**config.mk**
```make
export PLATFORM = sky130hd
export DESIGN_NAME = mda_imu_uart_rx
export DESIGN_NICKNAME = d
export VERILOG_FILES = /design/src/rtl/mda_imu_uart_rx.sv
export SDC_FILE = /design/constraint.sdc
export NUM_CORES = 1
export LEC_CHECK = 0
export BUFFER_PORTS_ARGS = -buffer_cell sky130_fd_sc_hd__buf_2
export CAP_MARGIN = 20
export CORE_ASPECT_RATIO = 0.75
export CORE_MARGIN = 4
export CORE_UTILIZATION = 30
export DETAILED_ROUTE_END_ITERATION = 10
export SYNTH_ARGS = -nofsm -noshare
export SYNTH_HDL_FRONTEND = slang
export SYNTH_HIERARCHICAL = 1
export SYNTH_SLANG_ARGS = --single-unit
```
**constraint.sdc**
```tcl
create_clock -name clk -period 3.6 [get_ports clk]
set_input_delay 0.18 -clock clk [delete_from_list [all_inputs] [get_ports clk]]
set_output_delay 0.18 -clock clk [all_outputs]
set_load 0.005 [all_outputs]
```
**src/rtl/mda_imu_uart_rx.sv**
```systemverilog
// IMU reply UART receiver: 16x-oversampled 8N1 (8E1 with IMU_RX_PARITY_EN) decoder feeding a byte FIFO.
// Latency: rx_valid rises 1 cycle after the stop-bit decision tick (mid stop bit, tick 9).
// Backpressure: rx_ready stalls the FIFO head; a byte arriving while full is dropped with an overrun pulse.
//
// Optional feature macro: IMU_RX_PARITY_EN (even parity bit between data and stop).
// Ports:
//   clk, reset_n        system clock (CLOCK_50) and async active-low reset
//   enable              0 holds the decoder idle and flushes the FIFO
//   rxd                 asynchronous serial line, idle high
//   rx_data/rx_valid/rx_ready   first-word-fall-through byte stream
//   fifo_level          bytes currently stored
//   overrun, frame_err, parity_err   single-cycle event pulses

module mda_imu_uart_rx_fifo #(
  parameter int W     = 8,
  parameter int DEPTH = 16
) (
  input  logic                     clk,
  input  logic                     reset_n,
  input  logic                     flush,
  input  logic                     wr_vld,
  input  logic [W-1:0]             wr_dat,
  output logic                     rd_vld,
  output logic [W-1:0]             rd_dat,
  input  logic                     rd_rdy,
  output logic [$clog2(DEPTH):0]   level,
  output logic                     ovf
);
  // Generic FWFT FIFO with synchronous flush.
  // Latency: a write is visible on rd_* the cycle after it is accepted.
  // Backpressure: writes while full are rejected (ovf) unless a read frees the slot in the same cycle.

  localparam int AW = $clog2(DEPTH);

  logic [W-1:0]  mem [DEPTH];
  logic [AW-1:0] wr_ptr, rd_ptr;
  logic [AW:0]   count;
  logic          full, rd_fire, wr_en;

  assign full    = (count == (AW+1)'(DEPTH));
  assign rd_vld  = (count != '0);
  assign rd_fire = rd_vld & rd_rdy;
  // A full FIFO still accepts a write when the head leaves in the same cycle.
  assign wr_en   = wr_vld & (~full | rd_fire);
  assign ovf     = wr_vld & full & ~rd_fire;
  assign rd_dat  = rd_vld ? mem[rd_ptr] : '0;
  assign level   = count;

  always_ff @(posedge clk) begin
    if (wr_en && !flush) mem[wr_ptr] <= wr_dat;
  end

  always_ff @(posedge clk or negedge reset_n) begin
    if (!reset_n) begin
      wr_ptr <= '0;
      rd_ptr <= '0;
      count  <= '0;
    end else if (flush) begin
      wr_ptr <= '0;
      rd_ptr <= '0;
      count  <= '0;
    end else begin
      if (wr_en)   wr_ptr <= wr_ptr + 1'b1;
      if (rd_fire) rd_ptr <= rd_ptr + 1'b1;
      if (wr_en && !rd_fire)      count <= count + 1'b1;
      else if (!wr_en && rd_fire) count <= count - 1'b1;
    end
  end
endmodule

module mda_imu_uart_rx #(
  parameter int CLK_HZ     = 50000000,
  parameter int BAUD       = 115200,
  parameter int OVERSAMPLE = 16,
  parameter int FIFO_DEPTH = 16
) (
  input  logic                          clk,
  input  logic                          reset_n,
  input  logic                          enable,
  input  logic                          rxd,
  output logic [7:0]                    rx_data,
  output logic                          rx_valid,
  input  logic                          rx_ready,
  output logic [$clog2(FIFO_DEPTH):0]   fifo_level,
  output logic                          overrun,
  output logic                          frame_err,
  output logic                          parity_err
);

  localparam int DIV   = CLK_HZ / (BAUD * OVERSAMPLE);
  localparam int DIV_W = (DIV > 1) ? $clog2(DIV) : 1;

`ifdef IMU_RX_PARITY_EN
  typedef enum logic [2:0] {IDLE, START, DATA, PARITY, STOP, BREAK} state_t;
`else
  typedef enum logic [2:0] {IDLE, START, DATA, STOP, BREAK} state_t;
`endif

  state_t           state, nxt;
  logic             rxd_s1, rxd_s2;
  logic             en_q;
  logic [DIV_W-1:0] div_cnt;
  logic [3:0]       samp_cnt;
  logic [2:0]       bit_cnt;
  logic [7:0]       shreg;
  logic             s7, s8;
  logic             active, tick, maj;
  logic             push, fe_nxt;
  logic             fifo_ovf;
  logic             flush;
`ifdef IMU_RX_PARITY_EN
  logic             par_bad;
  logic             pe_nxt;
`endif

  // Divider and sample counter only run inside a frame, so they restart at every start edge.
  assign active = (state != IDLE) && (state != BREAK);
  assign tick   = active && (div_cnt == DIV_W'(DIV - 1));
  // Majority vote of samples 7, 8 and the live sample at tick 9.
  assign maj    = (s7 & s8) | (s7 & rxd_s2) | (s8 & rxd_s2);
  assign flush  = ~enable;

  always_ff @(posedge clk or negedge reset_n) begin
    if (!reset_n) state <= IDLE;
    else          state <= nxt;
  end

  always_comb begin
    nxt    = state;
    push   = 1'b0;
    fe_nxt = 1'b0;
`ifdef IMU_RX_PARITY_EN
    pe_nxt = 1'b0;
`endif
    case (state)
      IDLE: begin
        // First enabled cycle with the line already low: wait for it to go high instead of starting.
        if (!rxd_s2 && !en_q) nxt = BREAK;
        else if (!rxd_s2)     nxt = START;
      end
      START: begin
        if (tick && samp_cnt == 4'd9 && maj) nxt = IDLE;
        else if (tick && samp_cnt == 4'd15)  nxt = DATA;
      end
      DATA: begin
        if (tick && samp_cnt == 4'd15 && bit_cnt == 3'd7) begin
`ifdef IMU_RX_PARITY_EN
          nxt = PARITY;
`else
          nxt = STOP;
`endif
        end
      end
`ifdef IMU_RX_PARITY_EN
      PARITY: begin
        if (tick && samp_cnt == 4'd9)  pe_nxt = ^shreg ^ maj;
        if (tick && samp_cnt == 4'd15) nxt = STOP;
      end
`endif
      STOP: begin
        // Decide at mid stop bit and return early so the next start edge is caught promptly.
        if (tick && samp_cnt == 4'd9) begin
          if (maj) begin
`ifdef IMU_RX_PARITY_EN
            push = ~par_bad;
`else
            push = 1'b1;
`endif
            nxt = IDLE;
          end else begin
            fe_nxt = 1'b1;
            nxt    = BREAK;
          end
        end
      end
      BREAK: begin
        if (rxd_s2) nxt = IDLE;
      end
      default: nxt = IDLE;
    endcase
    if (!enable) begin
      nxt    = IDLE;
      push   = 1'b0;
      fe_nxt = 1'b0;
`ifdef IMU_RX_PARITY_EN
      pe_nxt = 1'b0;
`endif
    end
  end

  always_ff @(posedge clk or negedge reset_n) begin
    if (!reset_n) begin
      rxd_s1    <= 1'b1;
      rxd_s2    <= 1'b1;
      en_q      <= 1'b0;
      div_cnt   <= '0;
      samp_cnt  <= '0;
      bit_cnt   <= '0;
      shreg     <= '0;
      s7        <= 1'b1;
      s8        <= 1'b1;
      frame_err <= 1'b0;
      overrun   <= 1'b0;
    end else begin
      rxd_s1    <= rxd;
      rxd_s2    <= rxd_s1;
      en_q      <= enable;
      frame_err <= fe_nxt;
      overrun   <= fifo_ovf;

      if (!active || tick) div_cnt <= '0;
      else                 div_cnt <= div_cnt + 1'b1;

      if (!active)  samp_cnt <= '0;
      else if (tick) samp_cnt <= samp_cnt + 1'b1;

      if (tick && samp_cnt == 4'd7) s7 <= rxd_s2;
      if (tick && samp_cnt == 4'd8) s8 <= rxd_s2;

      if (state == START) bit_cnt <= '0;
      else if (state == DATA && tick && samp_cnt == 4'd15) bit_cnt <= bit_cnt + 1'b1;

      // LSB arrives first, so shift in from the top.
      if (state == DATA && tick && samp_cnt == 4'd9) shreg <= {maj, shreg[7:1]};
    end
  end

`ifdef IMU_RX_PARITY_EN
  always_ff @(posedge clk or negedge reset_n) begin
    if (!reset_n) begin
      par_bad    <= 1'b0;
      parity_err <= 1'b0;
    end else begin
      parity_err <= pe_nxt;
      if (state == START)  par_bad <= 1'b0;
      else if (pe_nxt)     par_bad <= 1'b1;
    end
  end
`else
  assign parity_err = 1'b0;
`endif

  mda_imu_uart_rx_fifo #(
    .W     (8),
    .DEPTH (FIFO_DEPTH)
  ) u_fifo (
    .clk     (clk),
    .reset_n (reset_n),
    .flush   (flush),
    .wr_vld  (push),
    .wr_dat  (shreg),
    .rd_vld  (rx_valid),
    .rd_dat  (rx_data),
    .rd_rdy  (rx_ready),
    .level   (fifo_level),
    .ovf     (fifo_ovf)
  );

endmodule

```
==> results.json <==
{
  "ys.flop_type": "edfxtp_1",
  "clockBufferDepth": 2,
  "fin_crit_ns": 3.14,
  "hold_viol": 0,
  "synth_area_um2": 7430,
  "via_per_inst": 4.73,
  "clock_sinks": 171,
  "drc": 0,
  "wl_mm": 14.8,
  "yosysMostFrequentCell": "edfxtp_1",
  "first_iter_violations": 357,
  "worstPathCellList": "inv_1 -> ha_1 -> and4b_2 -> and3_1 -> nand3_1 -> nor2_1 -> o21ai_0 -> fa_1 -> a211o_1 -> o2111ai_1 -> o211ai_1 -> a31oi_1",
  "rrSetupSlack_ns": 0.46,
  "fmax_ghz": 0.319,
  "ff_latch_area_um2": 4930,
  "hold_class": "primary input to asynchronous set/reset pin",
  "syn_inst": 456,
  "io_pins": 22,
  "finalCritPeriodShare": 0.872,
  "grt_antenna_before_repair": 0,
  "ctsResizeCount": 0,
  "die_h_um": 144,
  "tightest_slew_ns": 0.883,
  "io_buffers": 20,
  "fp-row-count": 49,
  "cts_tree": "yes",
  "leakage_nw": 3.41,
  "yosys_warnings": 6,
  "clk-insertion-delay-late_ns": 0.42,
  "synth_edf_count": 128,
  "ys_async_sr_fraction": 0.251,
  "crit_path_max_incr_delay_ns": 0.50,
  "initial_core_util": 0.308,
  "synth.ff_latch_count": 171,
  "critical_path.top_delay_family": "compound AO/OA/AOI/OAI gates",
  "wl_per_cell_um": 17.6,
  "drv_cap": 0,
  "crit_slowest_cell": "fa_1",
  "outcome": "finished clean",
  "max-slew-margin-rel": 0.411,
  "synth_area_per_cell_um2": 16.3,
  "vdd_drop_max_v": 0.000332,
  "overflow": 0,
  "grt_usage": 0.114,
  "die_w_um": 190,
  "dr.pass1.iters": 4,
  "fill_cells": 2282,
  "syn_to_final_growth_pct": 15.9,
  "fin_worst_skew_ns": 0.0112,
  "critical_path_class": "register to register",
  "core_area_um2": 24200,
  "total_power_mw": 4.72,
  "synth_top_area_cell": "edfxtp_1",
  "yosysSeqAreaShare": 0.663,
  "worst-path-buf-inv": 1,
  "detailed_place_hpwl_mm": 9.53,
  "ant_nets": 0,
  "place.gp.congestion": 0.756,
  "root_buffer": "clkbuf_16",
  "drv_slew": 0,
  "ys_types": 57,
  "powerDensity_nw_per_um2": 548,
  "synthTopCellsByCount": "edfxtp_1, dfrtp_1, nor2_1",
  "multiInputGateArea_um2": 2320,
  "setup_violations": 0,
  "yosysTopAreaCellShare": 0.517,
  "nNetsFinal": 521,
  "synth_nets": 478,
  "cp_data_required_time_ns": 3.94,
  "setup_tns_ns": 0,
  "cts-htree-levels": 4,
  "end_kind": "register",
  "die_area_um2": 27400,
  "insertedDiodeCount": 0,
  "grt_pass1_vias": 4113,
  "drive_above_1_share": 0.260,
  "path_clk_slew_ns": 0.07,
  "cp_data_arrival_time_ns": 3.48,
  "critPathLaunchType": "register",
  "numCtsBuffers": 17,
  "worstPathMaxFanout": 6,
  "grt_pass1_wl_mm": 23.4,
  "ys_top_cells_by_area": "edfxtp_1, dfrtp_1, mux4_2",
  "num_vias": 3986,
  "grt_start_max_net_pins": 44,
  "rsz0062_at_grt": "no"
}
==> power by group <==
| group | switching [mW] | internal (mW) |
|---|---|---|
| clock | 0.752 | 1.02 |
| sequential | 0.164 | 2.15 |
| combinational | 0.336 | 0.293 |
| total | 1.25 | 3.47 |
==> path summary, 6_finish.rpt <==
| check | from | endpoint | cells after the start |
|---|---|---|---|
| max | div_cnt[0] | u_fifo/level[4] | 12 |
| min | reset_n | u_fifo/level[1] | 2 |
| max reg2reg | div_cnt[0] | u_fifo/level[4] | 12 |
| min reg2reg | rxd_s1 | rxd_s2 | 0 |
| max in group asynchronous | reset_n | rxd_s1 | 3 |
| min in group clk | rx_ready | u_fifo/rd_ptr[0] | 4 |
==> layout by cell type (no fill, tap or decap), drive strengths merged, types with 7 or more instances in the layout <==
cell type,n
mux2i,11
a21oi,8
xor2,11
nand2b,7
clkbuf,18
nand2,18
nor3,7
buf,45
nand3,11
mux4,32
dfrtp,39
inv,15
ha,16
o21ai,9
nor2b,11
a211oi,16
nor2,39
edfxtp,128
mux2,13
==> cell type report <==
cell class / count / area share
clock buffer: 18 / 0.0499
clock inverter: 14 / 0.0167
inverter: 11 / 0.00480
multi-input combinational: 250 / 0.270
sequential: 171 / 0.572
tap: 331 / 0.0481
timing repair buffer: 48 / 0.0384
==> registers in the layout, indices dropped and copies added, names as in the netlist <==
| register | cells |
|---|---|
| frame_err | 1 |
| overrun | 1 |
| shreg | 8 |
| en_q | 1 |
| rxd_s1 | 1 |
| u_fifo/level | 5 |
| samp_cnt | 4 |
| div_cnt | 5 |
| rxd_s2 | 1 |
| u_fifo/rd_ptr | 4 |
| s7 | 1 |
| s8 | 1 |
| bit_cnt | 3 |
| u_fifo/wr_ptr | 4 |
| u_fifo/mem | 128 |
| state | 3 |
==> kinds of logic after synthesis <==
logic type                 Yosys count  synth area share
muxes                               56             0.136
xor gates and xnor gates            15            0.0177
other                                1          0.000505
buffers and inverters               35            0.0244
adders and majority gates           18            0.0310
AOI/OAI and AO/OA                   49            0.0477
DFF                                171             0.663
and+or+nand+nor                    111            0.0803
==> through the flow <==
step           setup WS (ns)  area (µm²)  hold WS [ns]   util  instances
6_report               0.462        8610         0.184  0.356        843
5_1_grt                0.198        8610         0.212  0.356        843
4_1_cts                0.458        8590         0.209  0.356        842
3_5_place_dp           0.472        7990         0.289  0.331        807
3_3_place_gp           0.622        7990         0.293  0.331        807
2_1_floorplan          0.398        7430        -0.116      -        456
==> what timing repair did <==
action,CTS,global route
hold buffers,3,0
setup buffers,0,0
endpoints found under the hold margin,41,0
setup endpoints to repair,0,0
==> layer usage <==
metal  vias up  wire length [µm]  global-route usage
met1      2103              6870               0.149
met5         -                 0                   0
li1       1822                 -                   -
met3         9               460              0.0263
met2        52              7370               0.192
met4         0               103              0.0320
No activity file was read; power rests on OpenSTA's default activity.
